## src/rtl/cpu_clk_ctrl.sv

```systemverilog
// Clock-enable and reset controller for the multicycle core: stretched reset,
// debounced single-step / N-step burst / free-run enable, enabled-cycle counter.
module cpu_clk_ctrl #(
  parameter int DEBOUNCE_CYCLES = 4,
  parameter int RESET_STRETCH   = 8,
  parameter int STEP_WIDTH      = 8
) (
  input  logic                  clock,
  input  logic                  reset,
  input  logic                  run_mode,
  input  logic                  step_btn,
  input  logic [STEP_WIDTH-1:0] burst_count,
  output logic                  cpu_en,
  output logic                  cpu_reset_n,
  output logic                  busy,
  output logic [15:0]           cycle_count
);

  localparam int DBW = $clog2(DEBOUNCE_CYCLES + 1);
  localparam int STW = $clog2(RESET_STRETCH + 1);
  localparam logic [DBW-1:0] DB_LAST = DBW'(DEBOUNCE_CYCLES - 1);
  localparam logic [STW-1:0] ST_LAST = STW'(RESET_STRETCH - 1);

  typedef enum logic [1:0] {
    RST_HOLD,
    IDLE,
    RUN,
    BURST
  } state_e;

  state_e                state_q, state_d;
  logic                  rst_s1_q, rst_s1_d;
  logic                  rst_s2_q, rst_s2_d;
  logic                  run_s1_q, run_s1_d;
  logic                  run_s2_q, run_s2_d;
  logic                  step_s1_q, step_s1_d;
  logic                  step_s2_q, step_s2_d;
  logic [DBW-1:0]        db_cnt_q, db_cnt_d;
  logic                  db_lvl_q, db_lvl_d;
  logic                  step_evt_q, step_evt_d;
  logic [STW-1:0]        st_cnt_q, st_cnt_d;
  logic [STEP_WIDTH-1:0] rem_q, rem_d;
  logic [STEP_WIDTH-1:0] burst_n;
  logic                  cpu_en_q, cpu_en_d;
  logic                  rst_n_q, rst_n_d;
  logic                  busy_q, busy_d;
  logic [15:0]           cyc_q, cyc_d;

  always_comb begin
    rst_s1_d  = 1'b1;
    rst_s2_d  = rst_s1_q;
    run_s1_d  = run_mode;
    run_s2_d  = run_s1_q;
    step_s1_d = step_btn;
    step_s2_d = step_s1_q;

    // Event is registered on the cycle the level rises, so it is a 1-cycle pulse
    db_cnt_d   = '0;
    db_lvl_d   = db_lvl_q;
    step_evt_d = 1'b0;
    if (step_s2_q != db_lvl_q) begin
      if (db_cnt_q == DB_LAST) begin
        db_lvl_d   = step_s2_q;
        step_evt_d = step_s2_q;
      end else begin
        db_cnt_d = db_cnt_q + DBW'(1);
      end
    end

    burst_n = (burst_count == '0) ? STEP_WIDTH'(1) : burst_count;

    state_d  = state_q;
    st_cnt_d = st_cnt_q;
    rem_d    = rem_q;
    unique case (state_q)
      RST_HOLD: begin
        if (rst_s2_q) begin
          if (st_cnt_q == ST_LAST) state_d = IDLE;
          else st_cnt_d = st_cnt_q + STW'(1);
        end
      end
      IDLE: begin
        if (run_s2_q) begin
          state_d = RUN;
        end else if (step_evt_q) begin
          rem_d   = burst_n;
          state_d = BURST;
        end
      end
      RUN: begin
        if (!run_s2_q) state_d = IDLE;
      end
      BURST: begin
        if (rem_q == STEP_WIDTH'(1)) state_d = IDLE;
        else rem_d = rem_q - STEP_WIDTH'(1);
      end
      default: state_d = RST_HOLD;
    endcase

    cpu_en_d = (state_d == RUN) || (state_d == BURST);
    busy_d   = cpu_en_d;
    rst_n_d  = (state_d != RST_HOLD);
    cyc_d    = cyc_q + {15'd0, cpu_en_q};
  end

  always_ff @(posedge clock or negedge reset) begin
    if (!reset) begin
      state_q    <= RST_HOLD;
      rst_s1_q   <= 1'b0;
      rst_s2_q   <= 1'b0;
      run_s1_q   <= 1'b0;
      run_s2_q   <= 1'b0;
      step_s1_q  <= 1'b0;
      step_s2_q  <= 1'b0;
      db_cnt_q   <= '0;
      db_lvl_q   <= 1'b0;
      step_evt_q <= 1'b0;
      st_cnt_q   <= '0;
      rem_q      <= '0;
      cpu_en_q   <= 1'b0;
      rst_n_q    <= 1'b0;
      busy_q     <= 1'b0;
      cyc_q      <= '0;
    end else begin
      state_q    <= state_d;
      rst_s1_q   <= rst_s1_d;
      rst_s2_q   <= rst_s2_d;
      run_s1_q   <= run_s1_d;
      run_s2_q   <= run_s2_d;
      step_s1_q  <= step_s1_d;
      step_s2_q  <= step_s2_d;
      db_cnt_q   <= db_cnt_d;
      db_lvl_q   <= db_lvl_d;
      step_evt_q <= step_evt_d;
      st_cnt_q   <= st_cnt_d;
      rem_q      <= rem_d;
      cpu_en_q   <= cpu_en_d;
      rst_n_q    <= rst_n_d;
      busy_q     <= busy_d;
      cyc_q      <= cyc_d;
    end
  end

  assign cpu_en      = cpu_en_q;
  assign cpu_reset_n = rst_n_q;
  assign busy        = busy_q;
  assign cycle_count = cyc_q;

endmodule

```

## config.mk

```make
export PLATFORM = sky130hd
export DESIGN_NAME = cpu_clk_ctrl
export DESIGN_NICKNAME = d
export VERILOG_FILES = /design/src/rtl/cpu_clk_ctrl.sv
export SDC_FILE = /design/constraint.sdc
export NUM_CORES = 1
export LEC_CHECK = 0
export BUFFER_PORTS_ARGS = -buffer_cell sky130_fd_sc_hd__buf_4
export CAP_MARGIN = 20
export CORE_MARGIN = 2
export CORE_UTILIZATION = 50
export DETAILED_ROUTE_END_ITERATION = 10
export PLACE_DENSITY_LB_ADDON = 0.2
export SYNTH_ARGS = -nofsm -noshare
export SYNTH_HDL_FRONTEND = slang
export SYNTH_SLANG_ARGS = --single-unit
```

## constraint.sdc

```tcl
create_clock -name clock -period 1.81 [get_ports clock]
set_input_delay 0.362 -clock clock [delete_from_list [all_inputs] [get_ports clock]]
set_output_delay 0.362 -clock clock [all_outputs]
set_load 0.03 [all_outputs]
```

# After elaboration in Yosys (flattened, before gate mapping)
# Index checks and enable logic that the tools add are counted.
dict set report classes {
  muxes 16
  n_addsub 4
  n_bitwise 1
  reduce_logical 8
  n_eq_ne 12
}
# operator count
set op_table {}
lappend op_table {{$mux W8} 4}
lappend op_table {{$add A16 B1 Y16} 1}
lappend op_table {{$pmux W8 S2} 1}
lappend op_table {{$mux W2} 6}
lappend op_table {{$eq A2 B2 Y1 const B} 4}
lappend op_table {{$eq A8 B1 Y1 const B} 1}
lappend op_table {{$logic_not A8 Y1} 1}
lappend op_table {{$pmux W2 S4} 1}
lappend op_table {{$sub A8 B1 Y8 const B} 1}
lappend op_table {{$mux W3} 2}
lappend op_table {{$ne A2 B2 Y1 const B} 3}
lappend op_table {{$add A4 B1 Y4 const B} 1}
lappend op_table {{$eq A4 B3 Y1 const B} 1}
lappend op_table {{$reduce_and A4 Y1} 1}
lappend op_table {{$reduce_bool A2 Y1} 2}
lappend op_table {{$add A3 B1 Y3 const B} 1}
lappend op_table {{$eq A3 B2 Y1 const B} 1}
lappend op_table {{$reduce_and A3 Y1} 1}
lappend op_table {{$eq A2 B1 Y1 const B} 1}
lappend op_table {{$logic_not A2 Y1} 1}
lappend op_table {{$mux W1} 2}
lappend op_table {{$reduce_and A2 Y1} 1}
lappend op_table {{$logic_or A1 B1 Y1} 1}
lappend op_table {{$ne A1 B1 Y1} 1}
lappend op_table {{$not A1 Y1} 1}
dict set report totals {
  ff_bits 43
  wordCells 56
  inputBits 12
}

# Depth between registers and ports, before layout
# Gate-level depths: netlist (run 1).
dict set report logic_depth {
  word_depth 6
  ltp_mapped 6
  ltp_nobuf 6
}

# Least setup slack after synthesis (run 1)
# Ideal clock, no wire load.
dict set report synth_timing {
  path_type {register -> register}
  startpoint {register, netlist name st_cnt_q[0]}
  endpoint {register rem_q[1]}
  required_ps 1682
  period_less_slack_ps 1723
  n_path_buf 0
  path_stages_with_launch 6
  setup_ps 128
  t_arrival_ps 1595
  path_slack_ps 87
  cell_sequence {dfrtp_1 -> ha_1 -> nor4bb_4 -> a221oi_2 -> nor3_2 -> mux2_1}
}
# element line_no
set synth_lines {}
lappend synth_lines {{to (signal assigned)} 136} ;# rem_q <= rem_d;
lappend synth_lines {{to (decl)} 42} ;# logic [STEP_WIDTH-1:0] rem_q, rem_d;

==> results.py, run 1 <==
metrics = {
    "clocking": {
        "root_buffer": "clkbuf_8",
        "clkSinkCount": 43,
        "path_clk_slew_ns": 0.08,
        "numCtsBuffers": 5,
        "cts_max_path_buffers": 2,
        "cts_tree": "done",
        "cts_hold_buf": 0,
        "clk_latency_ns": 0.29,
        "htreeDepth": 2,
    },
    "synthesis": {
        "syn_inst": 175,
        "ys_ff_latch": 43,
        "synth_nets": 193,
        "synth_area_um2": 2000,
        "ys_top_cells_by_area": "dfrtp_1 (54%), xnor2_1 (6.1%), ha_1 (3.7%)",
        "netlist.area_leader.share_pct": 53.7,
        "yosys_warnings": 0,
        "yosysTopAreaCell": "dfrtp_1",
        "synthDistinctLibCells": 50,
        "synth_async_sr_flop_share_pct": 100,
        "synth_area_per_cell_um2": 11.5,
        "yosys-top-cells-count": "dfrtp_1 (43), xnor2_1 (14), nand2_1 (12)",
        "synth_edf_count": 0,
        "synth_most_common_cell": "dfrtp_1",
        "ys.flop_type": "dfrtp_1",
        "synth_seq_area_share_pct": 53.7,
    },
    "grt": {
        "grt_pass1_wl_um": 6680,
        "antenna_found_initial": 0,
        "first_global_vias": 1472,
        "gr-total-overflow": 0,
        "grt_max_degree": 44,
        "grt_use_total_pct": 20.1,
    },
    "finish": {
        "nets": 234,
        "nFillCells": 323,
        "drive_gt1_share_pct": 31.3,
        "antennaDiodeCount": 0,
        "area_growth_pct": 26.7,
    },
    "floorplanning": {
        "core_um2": 3910,
        "ios": 31,
        "floorplan.initialDensity_pct": 51.2,
        "dieArea_um2": 4530,
        "die_h_um": 67.3,
        "die_w_um": 67.3,
        "num_rows": 23,
    },
    "timing": {
        "hold_violations": 0,
        "drv_slew": 0,
        "fin_skew_ns": 0.00546,
        "relSlewSlack_pct": 61.4,
        "fmax_mhz": 565,
        "setup_tns_ns": 0,
        "fin_crit_sh_pct": 97.7,
        "finalSetupViolations": 0,
        "rsz0062_at_grt": "true",
        "period_needed_ns": 1.77,
        "worst_pin_slew_ns": 0.573,
        "hold_slack_ns": 0.0407,
    },
    "power_and_ir_drop": {
        "leakagePower_nw": 1.12,
        "powerDensity_nw_per_um2": 1470,
        "ir_worst_vdd_mv": 0.835,
    },
    "placement": {
        "routabilityCongestion": 0.855,
        "dp_hpwl_um": 2940,
        "portBuffers": 30,
    },
    "route": {
        "post-route-drc-count": 0,
        "drt-vias-per-instance": 5.71,
        "vias": 1524,
        "ant_nets": 0,
        "wl_per_cell_um": 15.8,
        "drt-total-wl_um": 4210,
        "drtIter0Drc": 73,
        "firstDrtPassIters": 4,
    },
    "critical_path": {
        "worstSetupPathType": "reg -> reg",
        "cp_max_fo": 6,
        "critPathArrivalTime_ns": 1.95,
        "required_ns": 1.99,
        "endpoint_kind": "register",
        "worstSetupStartpointType": "register",
    },
    "flow_run": {
        "drv_cap": 0,
    },
    "outcome": {
        "status": "complete, no violations",
    },
    "hold_path": {
        "min_path_type": "in -> async",
    },
}
## power by group
group	switching, W	internal, W
logic	0.000714	0.000625
registers	0.000290	0.00123
clock network	0.000326	0.000550
total	0.00133	0.00240
## repair_timing
| item | CTS | global route |
|---|---|---|
| setup buffers | 0 | 4 |
| endpoints found under the setup margin | 6 | 8 |
| pin swaps | 1 | 3 |
| resized for setup | 2 | 12 |
## kinds of logic (layout without fill, tap and decap cells)
family	Yosys count	after routing	share of synthesized area [%]
flops	43	43	53.7
simple gates	66	66	20.8
mux	3	3	1.69
buf+inv	12	54	2.50
xor+xnor	17	17	7.43
other cells	1	1	0.187
compound gates	27	27	9.93
fa+ha+maj	6	6	3.75
## sequential cells by signal, indices dropped and copies added, names as in the netlist
signal	cells
run_s2_q	1
run_s1_q	1
db_cnt_q	3
busy	1
rem_q	8
step_s2_q	1
db_lvl_q	1
step_evt_q	1
rst_s2_q	1
step_s1_q	1
state_q	2
st_cnt_q	4
rst_s1_q	1
cycle_count	16
cpu_reset_n	1
## per-layer routing
metal / GRT usage, % / part of all wire, %
met5: 0 / 0
met2: 35.5 / 54
met4: 7.91 / 1.3
met3: 5.17 / 4.7
met1: 23.3 / 40
## cell usage in the layout (no fill, tap or decap), drive strengths merged, types with 4 or more instances in the layout
cell	count
a21oi	5
and2	4
buf	41
clkbuf	5
dfrtp	43
ha	6
inv	5
nand2	12
nand3	8
nand4	6
nor2	7
nor2b	4
nor3	6
nor4	5
o21ai	5
xnor2	14
## per-stage QoR
stage                     power [W]  instances  setup slack (ns)  instance area, µm²  utilization, %
after global routing        0.00394        267           -0.0493                2540            64.9
after floorplan             0.00225        175            0.0870                2000               -
after global placement      0.00264        255          -0.00538                2310            59.1
after detailed placement    0.00270        255           -0.0710                2310            59.1
after CTS                   0.00362        263           0.00790                2470            63.0
final                       0.00373        267            0.0410                2540            64.9
## final timing paths
path,from,end,slack [ns],depth (start not counted)
min in group clock,step_btn,step_s1_q,0.17,1
hold reg to reg,rst_s1_q,rst_s2_q,0.35,0
setup reg to reg,st_cnt_q[1],rem_q[1],0.04,5
hold / removal,reset,st_cnt_q[3],0.04,1
max in group asynchronous,reset,rem_q[0],1.37,1
setup / recovery,st_cnt_q[1],rem_q[1],0.04,5
## cell type report
| class | instances | area [µm²] | area share [%] |
|---|---|---|---|
| clock buffer | 5 | 68.8 | 2.71 |
| clock inverter | 3 | 67.6 | 2.66 |
| inverter | 5 | 18.8 | 0.739 |
| multi-input combinational | 120 | 932 | 36.7 |
| sequential | 43 | 1080 | 42.5 |
| tap | 50 | 62.6 | 2.46 |
| timing repair buffer | 41 | 312 | 12.3 |
## critical path, stage by stage, from the launching register on
cell	delay (ns)
dfrtp_1	0.42
ha_2	0.20
nor4bb_4	0.16
a221oi_4	0.47
nor3_4	0.09
mux2_4	0.31
Power figures use the tool's default switching activity.
==> run 2, diff against run 1 <==
PLACE_DENSITY = 0.8   (was default)
PLACE_DENSITY_LB_ADDON = default   (was 0.2)
==> run 2 against run 1 <==
- critical path type unchanged
- non-clock buffer count fell by 3
- die area unchanged
- final area shrank 2.5%
- highest routed layer unchanged
- critical path depth rose by 1
- global-route usage fell by 1.3 points
- clock power shrank 2.3%
- power decreased by 4.5%
- register-to-register slack got worse by 0.02 ns
==> results.py, run 2 (same netlist as run 1, synthesis figures left out) <==
metrics = {
    "outcome": {
        "status": "complete, no violations",
    },
    "grt": {
        "gr-total-overflow": 0,
        "grt_max_degree": 44,
        "first_global_vias": 1336,
        "grt_pass1_wl_um": 6250,
        "grt_use_total_pct": 18.8,
        "antenna_found_initial": 0,
    },
    "placement": {
        "place_ws_ns": 0.0493,
        "dp_hpwl_um": 2700,
        "portBuffers": 30,
        "dp_cells": 256,
        "routabilityCongestion": 0.900,
    },
    "floorplanning": {
        "num_rows": 23,
        "floorplan.initialDensity_pct": 51.2,
        "dieArea_um2": 4530,
        "ios": 31,
        "core_um2": 3910,
        "die_h_um": 67.3,
        "die_w_um": 67.3,
    },
    "clocking": {
        "htreeDepth": 2,
        "clk_latency_ns": 0.29,
        "cts_max_path_buffers": 2,
        "path_clk_slew_ns": 0.08,
        "post_cts_buffers": 0,
        "numCtsBuffers": 5,
        "cts_hold_buf": 0,
        "clkSinkCount": 43,
        "cts_resized": 0,
        "root_buffer": "clkbuf_8",
        "cts_tree": "done",
    },
    "critical_path": {
        "worstSetupStartpointType": "register",
        "crit_path_cell_trace": "ha_2 > nor4bb_4 > a221oi_2 > buf_4 > o41ai_1 > o21ai_1",
        "critPathArrivalTime_ns": 1.96,
        "cp_max_fo": 4,
        "max_stage_delay_ns": 0.40,
        "ff2ff_path_depth": 6,
        "endpoint_kind": "register",
        "crit_end": "rem_q[5]",
        "timing.rr.end": "rem_q[5]",
        "worstSetupPathType": "reg -> reg",
        "worstReg2RegStart": "st_cnt_q[0]",
        "crit_path_start": "st_cnt_q[0]",
        "required_ns": 1.98,
        "regToRegSetupSlack_ns": 0.02,
        "cp_slowest_cell": "dfrtp_1",
    },
    "finish": {
        "final_cell_mix": "dfrtp_1 (42), buf_4 (38), xnor2_1 (14)",
        "area_growth_pct": 23.6,
        "fin_cells": 264,
        "nets": 231,
        "largest_reg_flops": 16,
        "nFillCells": 319,
        "drive_gt1_share_pct": 28.5,
        "antennaDiodeCount": 0,
        "layout_commonest_cell": "dfrtp_1",
        "final_core_util_pct": 63.3,
    },
    "power_and_ir_drop": {
        "powerDensity_nw_per_um2": 1440,
        "total_power_w": 0.00357,
        "leakagePower_nw": 1.10,
        "ir_worst_vdd_mv": 0.963,
    },
    "timing": {
        "rsz0062_at_grt": "true",
        "hold_violations": 0,
        "fin_skew_ns": 0.00663,
        "fmax_mhz": 558,
        "fin_crit_sh_pct": 99.0,
        "drv_slew": 0,
        "fin_ws_ns": 0.0187,
        "relSlewSlack_pct": 65.3,
        "worst_pin_slew_ns": 0.521,
        "period_needed_ns": 1.79,
        "finalSetupViolations": 0,
    },
    "flow_run": {
        "drv_cap": 0,
    },
    "route": {
        "ant_nets": 0,
        "vias": 1494,
        "post-route-drc-count": 0,
        "drtIter0Drc": 119,
        "firstDrtPassIters": 4,
        "drt-total-wl_um": 3900,
        "wl_per_cell_um": 14.8,
        "drt-vias-per-instance": 5.66,
    },
    "hold_path": {
        "min_path_type": "in -> async",
    },
}
## run 2: where the power goes
group | switching [W] | leakage [nW] | total, W | internal (W)
registers | 0.000292 | 0.539 | 0.00152 | 0.00123
logic | 0.000645 | 0.497 | 0.00119 | 0.000548
clock network | 0.000305 | 0.0654 | 0.000856 | 0.000551
total | 0.00124 | 1.10 | 0.00357 | 0.00233
## run 2: critical path: cells and delay by family (launching register included)
kind	cells	cell delay, ns
compound gates	3	0.60
flops	1	0.40
simple gates	1	0.27
fa+ha+maj	1	0.22
buf+inv	1	0.18
## run 2: worst min-delay path by stage
| stage | start | end | cells after the start |
|---|---|---|---|
| global route | reset | rem_q[5] | 1 |
| floorplan | reset | busy | 0 |
| CTS | reset | rem_q[0] | 1 |
| global placement | rst_s1_q | rst_s2_q | 0 |
| detailed placement | step_s1_q | step_s2_q | 0 |
| finish | reset | step_s1_q | 1 |
## run 2: final cells by class
type / instances / area (µm²) / share of cell area (%)
inverters: 5 / 18.8 / 0.758
well taps: 50 / 62.6 / 2.53
repair buffers: 38 / 285 / 11.5
clock inverters: 2 / 60.1 / 2.42
clock buffers: 6 / 72.6 / 2.93
flip-flops and latches: 43 / 1080 / 43.5
multi-input cells: 120 / 901 / 36.4
## run 2: per-stage QoR
stage	hold WS, ns	cell area [µm²]	setup TNS [ns]
after floorplan	0.0664	2000	0
after global placement	0.332	2320	0
after detailed placement	0.337	2320	0
after CTS	0.0525	2450	0
after global routing	0.0793	2480	-0.0910
final	0.0392	2480	0
## run 2: metal layers
layer,vias up,track usage [%],part of all wire (%)
li1,702,-,-
met1,736,27.8,45
met2,49,25.7,48
met3,7,4.17,4.4
met4,0,9.69,1.9
met5,-,0,0
